===== src/rtl/id_inst_buffer.sv =====
// id_inst_buffer: in-order instruction buffer between IF and ID.
// Holds up to DEPTH {PC_plus_4, inst} entries in a circular array, presents the
// head to ID with a valid/ready handshake, and drops everything on a redirect flush.
// Handshake outputs depend only on registered state, so ID stalls never reach IF
// combinationally.
module id_inst_buffer #(
  parameter int DEPTH   = 4,
  parameter int DATA_WD = 64,
  parameter int CNT_WD  = $clog2(DEPTH + 1)
) (
  input  logic               clk,
  input  logic               reset,
  input  logic               flush,
  input  logic               in_valid,
  output logic               in_allow,
  input  logic [DATA_WD-1:0] in_data,
  output logic               out_valid,
  input  logic               out_ready,
  output logic [DATA_WD-1:0] out_data,
  output logic [CNT_WD-1:0]  count,
  output logic               full,
  output logic               empty
);

  localparam int PTR_WD = $clog2(DEPTH);

  logic [DATA_WD-1:0] mem [DEPTH];
  logic [PTR_WD-1:0]  wr_ptr_reg;
  logic [PTR_WD-1:0]  rd_ptr_reg;
  logic [CNT_WD-1:0]  count_reg;
  logic               push;
  logic               pop;

  // Status and handshake come straight from the occupancy register.
  always_comb begin
    full      = (count_reg == CNT_WD'(DEPTH));
    empty     = (count_reg == '0);
    in_allow  = ~full;
    out_valid = ~empty;
    out_data  = mem[rd_ptr_reg];
    count     = count_reg;
    push      = in_valid & in_allow & ~flush;
    pop       = out_valid & out_ready & ~flush;
  end

  // Entry storage: written at the tail on an accepted push, never reset.
  always_ff @(posedge clk) begin
    if (push && !reset) begin
      mem[wr_ptr_reg] <= in_data;
    end
  end

  // Pointer and occupancy update; reset and flush both return to empty.
  always_ff @(posedge clk) begin
    if (reset || flush) begin
      wr_ptr_reg <= '0;
      rd_ptr_reg <= '0;
      count_reg  <= '0;
    end else begin
      if (push) begin
        wr_ptr_reg <= wr_ptr_reg + PTR_WD'(1);
      end
      if (pop) begin
        rd_ptr_reg <= rd_ptr_reg + PTR_WD'(1);
      end
      if (push && !pop) begin
        count_reg <= count_reg + CNT_WD'(1);
      end else if (pop && !push) begin
        count_reg <= count_reg - CNT_WD'(1);
      end
    end
  end

endmodule


===== config.mk =====
export PLATFORM = sky130hd
export DESIGN_NAME = id_inst_buffer
export DESIGN_NICKNAME = d
export VERILOG_FILES = /design/src/rtl/id_inst_buffer.sv
export SDC_FILE = /design/constraint.sdc
export NUM_CORES = 1
export LEC_CHECK = 0
export BUFFER_PORTS_ARGS = -buffer_cell sky130_fd_sc_hd__buf_2
export CAP_MARGIN = 20
export CORE_ASPECT_RATIO = 0.7
export CORE_MARGIN = 1
export CORE_UTILIZATION = 50
export DETAILED_ROUTE_END_ITERATION = 6
export PLACE_DENSITY = 0.81
export SKIP_LAST_GASP = 1
export SLEW_MARGIN = 5
export SYNTH_ARGS = -nofsm -noshare
export SYNTH_HDL_FRONTEND = slang
export SYNTH_SLANG_ARGS = --single-unit

===== constraint.sdc =====
create_clock -name clk -period 9.8 [get_ports clk]
set_clock_uncertainty 0.05 [all_clocks]
set_input_delay 1.96 -clock clk [delete_from_list [all_inputs] [get_ports clk]]
set_output_delay 1.96 -clock clk [all_outputs]
set_load 0.1 [all_outputs]

==> results of run 1 <==
==> synthesized netlist by cell type (2+ instances only) <==
cell and n:
or3_1 2, mux2i_1 4, a21oi_1 2, o21ai_0 2, buf_2 6, dfxtp_1 9, buf_6 8, inv_1 6
nor2_1 3, xor2_1 2, nor3b_1 4, mux4_2 64, nand3b_1 2, edfxtp_1 256, nand2_1 3, ha_1 5
==> cell families after synthesis <==
group / after synthesis / synth area share (%)
DFF: 265 / 80.6
adders and majority gates: 6 / 0.846
and+or+nand+nor: 21 / 1.35
AOI/OAI and AO/OA: 6 / 0.372
muxes: 68 / 15.2
buffers and inverters: 21 / 1.51
xor gates and xnor gates: 2 / 0.179
==> critical path, stage by stage (launching register included) <==
cell	delay (ps)
dfxtp_4	530
buf_4	800
mux4_2	640
buf_2	310
==> cell type report <==
class / instances / area share (%)
Sequential cell: 265 / 68.7
Multi-Input combinational cell: 103 / 15.4
Timing Repair Buffer: 145 / 6.46
Clock buffer: 35 / 5.96
Tap cell: 264 / 2.88
Clock inverter: 8 / 0.328
Inverter: 6 / 0.197
Antenna cell: 2 / 0.0437
==> metal layers <==
metal / track usage (%) / share of wire, % / up-vias
met5: 0 / 0.13 / -
met4: 2.76 / 1.5 / 4
met3: 5.25 / 8.5 / 28
met2: 27.3 / 47 / 165
met1: 24.6 / 43 / 2341
li1: - / - / 1965
==> path summary, 6_finish.rpt <==
check,to,slack (ps),cells after the start
min,register,440,2
max reg2reg,count[2],7360,8
max,out_data[33],4940,3
min reg2reg,register,440,2
==> power breakdown <==
group	switching, mW	total (mW)	internal [mW]	leakage [nW]
Sequential	0.00411	1.26	1.25	2.39
Combinational	0.124	0.159	0.0344	1.06
Clock	0.371	0.854	0.482	0.350
Total	0.500	2.27	1.77	3.80
==> through the flow <==
stage	util [%]	area (µm²)	total power [mW]	setup slack, ps
after floorplan	-	9760	1.40	2150
after global placement	56.4	10700	1.44	5390
after detailed placement	56.4	10700	1.44	5380
after CTS	60.2	11500	2.29	4830
after global routing	60.2	11500	2.34	4700
final	60.2	11500	2.27	4940
==> flow_summary.toml, run 1 <==
[clock_tree]
h-tree-depth = 1
cts_buffer_depth = 3
clkTransAtPathRegs_ps = 60
post-cts-setup-buffers = 0
cts_resized = 0
cts_sinks = 265
holdBufCountCts = 0
insertion_delay_ps = 500
cts_tree = "done"
cts_inserted_buffers = 25
cts_root_buffer = "clkbuf_16"

[final_layout]
multi_input_area_mm2 = 0.00177
final_cell_mix = "256 x edfxtp_1, 139 x buf_2, 64 x mux4_2, 25 x clkbuf_16, 8 x clkbuf_1"
layout.cells.non_filler = 828
largest_register_ffs = 256
fillers = 1365
layout_commonest_cell = "edfxtp_1"
register_area_mm2 = 0.00787
nNetsFinal = 621
area_delta_synth_final_pct = 17.4
drive_gt1_share_pct = 44.7

[grt]
grt_pass1_vias = 4795
grt_max_degree = 65
antenna_found_initial = 4
grt.total_usage_pct = 17.3
overflow = 0
grt_pass1_wl_mm = 26.5

[worst_setup_path]
crit_arrival_ps = 2850
crit_required_ps = 7790
cp_max_fo = 50
cp-start-kind = "register"
critPathKind = "register to primary output"
cp-end-kind = "primary output"
r2r_start = "count[1]"

[place]
numPortBuffers = 139
dp_hpwl_mm = 10.1
dp_cells = 783
globalplace.congestion = 0.720

[worst_hold_path]
hold_path.class = "register to register"
min_from = "rd_ptr_reg[1]"

[yosys]
synth_top_area_share_pct = 78.7
yosysUniqueCellTypes = 27
ys_seq_area_share_pct = 80.6
postSynth.asyncResetShare_pct = 0
synth_edf_count = 256
yosys_warnings = 0
synth_cells = 389
synth_top_cell_by_area = "edfxtp_1"
synth_area_leaders = "edfxtp_1 79%, mux4_2 15%, dfxtp_1 1.8%"
syn-num-nets = 464
synth-main-ff-cell = "edfxtp_1"
syn-cell-area_mm2 = 0.00976
syn_avg_cell_area_um2 = 25.1
synth_seq_cells = 265

[die]
initial_core_util_pct = 51.3
fp.dieW_um = 169
fp.coreArea_mm2 = 0.0190
die_area_mm2 = 0.0201
rows = 42
num_io_pins = 140
die_h_um = 119

[detailed_routing]
drt-pass1-iter-count = 5
via_count = 4503
wl_per_cell_um = 20.6
drt-total-wl_mm = 17.1
ant_nets = 0
drc = 0
via_per_inst = 5.44
drtIter0Drc = 394

[sta]
max-slew-margin-rel_pct = 33.6
min_period_ps = 4860
worst_pin_slew_ps = 996
finalHoldViolCount = 0
drv_slew = 0
fin_crit_sh_pct = 49.6
fin_hold_ws_ps = 441
fmax_mhz = 206
setup_viol = 0
tns_ps = 0
rsz0062_at_grt = "false"

[flow_run]
drv.max_cap_violation_count = 0

[power_and_ir_drop]
powerDensity_mw_per_mm2 = 198
peakVddDrop_mv = 0.160
leakagePower_nw = 3.80

[status]
outcome = "finished, final reports clean"
No activity file was read; power rests on OpenSTA's default activity.
==> inputs of run 2 (changes only) <==
- PLACE_DENSITY: 0.81 -> 0.84
- clock period: 9.8 -> 4.2 ns (I/O delays scaled with it)
==> flow_summary.toml, run 2 (synthesis gave the netlist of run 1 again) <==
[detailed_routing]
drtIter0Drc = 335
drc = 0
via_per_inst = 5.39
via_count = 4469
drt-pass1-iter-count = 6
wl_per_cell_um = 20.6
ant_nets = 0
drt-total-wl_mm = 17.0

[die]
die_area_mm2 = 0.0201
die_h_um = 119
rows = 42
fp.dieW_um = 169
fp.coreArea_mm2 = 0.0190
initial_core_util_pct = 51.3
num_io_pins = 140

[final_layout]
final_cell_mix = "256 x edfxtp_1, 139 x buf_2, 64 x mux4_2, 25 x clkbuf_16, 9 x clkinv_1"
largest_register_ffs = 256
fillers = 1346
layout.cells.non_filler = 829
nNetsFinal = 621
design_area_mm2 = 0.0115
area_delta_synth_final_pct = 17.9
fin_util_pct = 60.5
drive_gt1_share_pct = 44.8
layout_commonest_cell = "edfxtp_1"

[grt]
grt.total_usage_pct = 17.4
grt_pass1_vias = 4757
overflow = 0
grt_pass1_wl_mm = 26.4
grt_max_degree = 65
antenna_found_initial = 3

[worst_setup_path]
critPathTopFamily = "buffers and inverters"
reg2reg_to = "count[2]"
path_buf_inv = 2
cp_max_fo = 18
cp-start-kind = "register"
reg2reg_depth = 9
cp_slowest_cell = "dfxtp_4"
cp-end-kind = "primary output"
critPathKind = "register to primary output"
crit_required_ps = 3310
max_stage_delay_ps = 590
r2r_start = "count[0]"
cp_cell_sequence = "buf_4 > mux4_2 > buf_2"
crit_arrival_ps = 2380
rrSetupSlack_ps = 1720

[clock_tree]
cts_root_buffer = "clkbuf_16"
cts_inserted_buffers = 25
post-cts-setup-buffers = 0
holdBufCountCts = 0
insertion_delay_ps = 500
cts_sinks = 265
h-tree-depth = 1
clkTransAtPathRegs_ps = 60
cts_resized = 0
cts_tree = "done"
cts_buffer_depth = 3

[sta]
min_period_ps = 3270
max-slew-margin-rel_pct = 35.3
fin_ws_ps = 933
tns_ps = 0
fmax_mhz = 306
worst_pin_slew_ps = 970
finalHoldViolCount = 0
fin_crit_sh_pct = 77.8
rsz0062_at_grt = "false"
drv_slew = 0
setup_viol = 0

[power_and_ir_drop]
leakagePower_nw = 3.84
peakVddDrop_mv = 0.363
powerDensity_mw_per_mm2 = 463

[place]
numPortBuffers = 139
dp_cells = 783
dpl_worst_slack_ps = 1200
globalplace.congestion = 0.765
dp_hpwl_mm = 10.1
place_area_mm2 = 0.0108

[flow_run]
drv.max_cap_violation_count = 0

[worst_hold_path]
min_from = "rd_ptr_reg[1]"
hold_depth = 2
hold_path.class = "register to register"

[status]
outcome = "finished, final reports clean"
run 2: cell types whose count changed in the layout (fill, tap and decap cells not counted), moves of 2 or more:
cell | previous run | this run
nor3b_2 | 4 | 0
nor3b_4 | 0 | 4
clkbuf_8 | 2 | 0
clkinv_2 | 3 | 6
clkinv_1 | 4 | 9
clkbuf_1 | 8 | 3
run 2: worst min-delay path, stage by stage, from the launching register on:
cell and delay (ps):
dfxtp_1 310, o21ai_0 70, a21oi_1 80
run 2: final cells by class:
cell class | instances | area [µm²] | share of cell area [%]
Sequential cell | 265 | 7880 | 68.4
Multi-Input combinational cell | 103 | 1790 | 15.6
Timing Repair Buffer | 145 | 753 | 6.54
Clock buffer | 28 | 637 | 5.53
Tap cell | 264 | 330 | 2.87
Clock inverter | 16 | 93.8 | 0.815
Inverter | 6 | 22.5 | 0.196
Antenna cell | 2 | 5.00 | 0.0435
run 2: metal layers:
layer	vias up	GRT usage, %	part of all wire, %
met5	-	0	0.047
met4	2	3.83	1.9
met3	29	5.22	8.3
met2	147	29.4	49
met1	2319	22.6	41
li1	1972	-	-
run 2: how the worst max path moves through the flow:
stage / from / endpoint / slack (ps) / cells past startpoint
5_1_grt: register / out_data[19] / 790 / 3
3_3_place_gp: flush / count[2] / 1320 / 10
3_5_place_dp: flush / count[2] / 1200 / 10
6_report: register / out_data[17] / 930 / 3
2_1_floorplan: count[0] / mem[1][0] / -530 / 4
4_1_cts: register / out_data[17] / 830 / 3
run 2: stage by stage:
stage / power, mW / hold slack (ps)
after global placement: 3.35 / 414
after CTS: 5.37 / 449
final: 5.32 / 451
after detailed placement: 3.36 / 427
after global routing: 5.49 / 476
after floorplan: 3.27 / 407
run 2: power breakdown:
group,switching [mW],internal [mW]
registers,0.00962,2.92
logic,0.290,0.0816
clock network,0.877,1.14
total,1.18,4.15
==> inputs of run 3 (changes only) <==
- ABC_AREA: unset -> 1
- PLACE_DENSITY: 0.84 -> 0.81
- clock period: 4.2 -> 3.3 ns (I/O delays scaled with it)
==> flow_summary.toml, run 3 <==
[status]
outcome = "finished, final reports clean"

[yosys]
yosys-top-cells-count = "256 x edfxtp_1, 141 x nor2_1, 72 x o21ai_0, 64 x o22ai_1, 56 x o21ai_1"
yosys_warnings = 0
synth_area_leaders = "edfxtp_1 77%, nor2_1 5.3%, o22ai_1 4.0%"
syn-cell-area_mm2 = 0.0100
synth_edf_count = 256
synth_cells = 694
syn-num-nets = 769
ys_seq_area_share_pct = 78.6
synth_top_area_share_pct = 76.8
syn_avg_cell_area_um2 = 14.4
postSynth.asyncResetShare_pct = 0
yosysMostFrequentCell = "edfxtp_1"
synth_top_cell_by_area = "edfxtp_1"
synth_seq_cells = 265
synth-main-ff-cell = "edfxtp_1"
yosysUniqueCellTypes = 22

[die]
die_h_um = 120
fp.dieW_um = 171
die_area_mm2 = 0.0206
fp.coreArea_mm2 = 0.0192
num_io_pins = 140
initial_core_util_pct = 52.1
rows = 42

[clock_tree]
insertion_delay_ps = 500
cts_inserted_buffers = 24
h-tree-depth = 1
holdBufCountCts = 0
cts_sinks = 265
post-cts-setup-buffers = 0
cts_root_buffer = "clkbuf_16"
cts_buffer_depth = 3
clkTransAtPathRegs_ps = 60
cts_resized = 0
cts_tree = "done"

[sta]
min_period_ps = 3060
worst_pin_slew_ps = 828
fin_ws_ps = 238
setup_viol = 0
fin_crit_sh_pct = 92.8
fin_hold_ws_ps = 322
drv_slew = 0
max-slew-margin-rel_pct = 44.8
finalHoldViolCount = 0
rsz0062_at_grt = "false"
fmax_mhz = 327

[final_layout]
fillers = 1347
multi_input_area_mm2 = 0.00182
register_area_mm2 = 0.00788
layout_commonest_cell = "edfxtp_1"
drive_gt1_share_pct = 22.5
area_delta_synth_final_pct = 25.9
nNetsFinal = 906
fin_util_pct = 65.6
final_cell_mix = "256 x edfxtp_1, 137 x nor2_1, 75 x buf_2, 72 x o21ai_0, 68 x buf_12"
largest_register_ffs = 256

[place]
globalplace.congestion = 0.709
dp_hpwl_mm = 11.6
numPortBuffers = 139
dpl_worst_slack_ps = 731

[detailed_routing]
drc = 0
via_per_inst = 5.38
wl_per_cell_um = 17.8
drt-pass1-iter-count = 5
drtIter0Drc = 601
ant_nets = 0
drt-total-wl_mm = 19.9
via_count = 5998

[worst_setup_path]
critPathKind = "register to primary output"
crit_required_ps = 2590
cp-end-kind = "primary output"
cp_max_fo = 44
crit_arrival_ps = 2350
cp-start-kind = "register"

[grt]
grt.total_usage_pct = 19.7
grt_max_degree = 71
overflow = 0
grt_pass1_wl_mm = 31.1
grt_pass1_vias = 5834
antenna_found_initial = 2

[flow_run]
drv.max_cap_violation_count = 0

[power_and_ir_drop]
peakVddDrop_mv = 0.338
leakagePower_nw = 4.41
powerDensity_mw_per_mm2 = 543

[worst_hold_path]
hold_path.class = "input port to register"
-- run 3: cell count changes in the layout (fill, tap and decap cells not counted), moves of 6 or more --
cell and change:
buf_12 +67, mux4_2 -64, o21ai_1 +56, clkbuf_1 +6, inv_1 +10, o21ai_0 +70, nor2_1 +134, buf_2 -64
o22ai_1 +64, nand2_1 +12
-- run 3: layout make-up --
type / instances / share of cell area, %
Tap cell: 264 / 2.62
Timing Repair Buffer: 152 / 14.3
Antenna cell: 2 / 0.0397
Inverter: 19 / 0.615
Clock inverter: 9 / 0.288
Clock buffer: 34 / 5.23
Multi-Input combinational cell: 369 / 14.5
Sequential cell: 265 / 62.4
-- run 3: cell families after synthesis --
| logic type | after synthesis | share of synthesized area [%] |
|---|---|---|
| compound gates | 198 | 10.7 |
| simple gates | 164 | 6.28 |
| fa+ha+maj | 6 | 0.824 |
| flops | 265 | 78.6 |
| xor+xnor | 1 | 0.0875 |
| buf+inv | 60 | 3.56 |
-- run 3: metrics by stage --
| step | std cells | total power [mW] | setup TNS [ps] | instance area [µm²] |
|---|---|---|---|---|
| detailed placement | 1069 | 4.44 | 0 | 11900 |
| global placement | 1069 | 4.43 | 0 | 11900 |
| global route | 1112 | 7.06 | 0 | 12600 |
| CTS | 1112 | 6.90 | 0 | 12600 |
| floorplan | 694 | 4.19 | -9.87 | 10100 |
| finish | 1114 | 6.85 | 0 | 12600 |
-- run 3: worst max-delay path, stage by stage, from the launching register on --
cell	delay (ps)
dfxtp_2	870
buf_4	320
o21ai_0	120
o22ai_1	310
buf_12	220
-- run 3: final timing paths --
kind,depth (start not counted),start,end,slack (ps)
hold / removal,1,in_data[30],mem[3][30],320
hold reg to reg,2,count[1],count[1],450
setup reg to reg,13,count[0],count[2],1250
setup / recovery,4,register,out_data[12],240
-- run 3: per-layer routing --
| layer | part of all wire [%] | routed length (µm) | track usage, % |
|---|---|---|---|
| met1 | 43 | 8450 | 27.7 |
| met2 | 47 | 9410 | 31.6 |
| met3 | 8.7 | 1720 | 4.75 |
| met4 | 1.3 | 259 | 3.85 |
| met5 | 0.065 | 13 | 0 |
-- run 3: power by group --
part	total, mW	internal [mW]	leakage, nW	switching, mW
logic	0.626	0.186	1.69	0.440
registers	3.74	3.73	2.39	0.0114
clock network	2.48	1.38	0.338	1.10
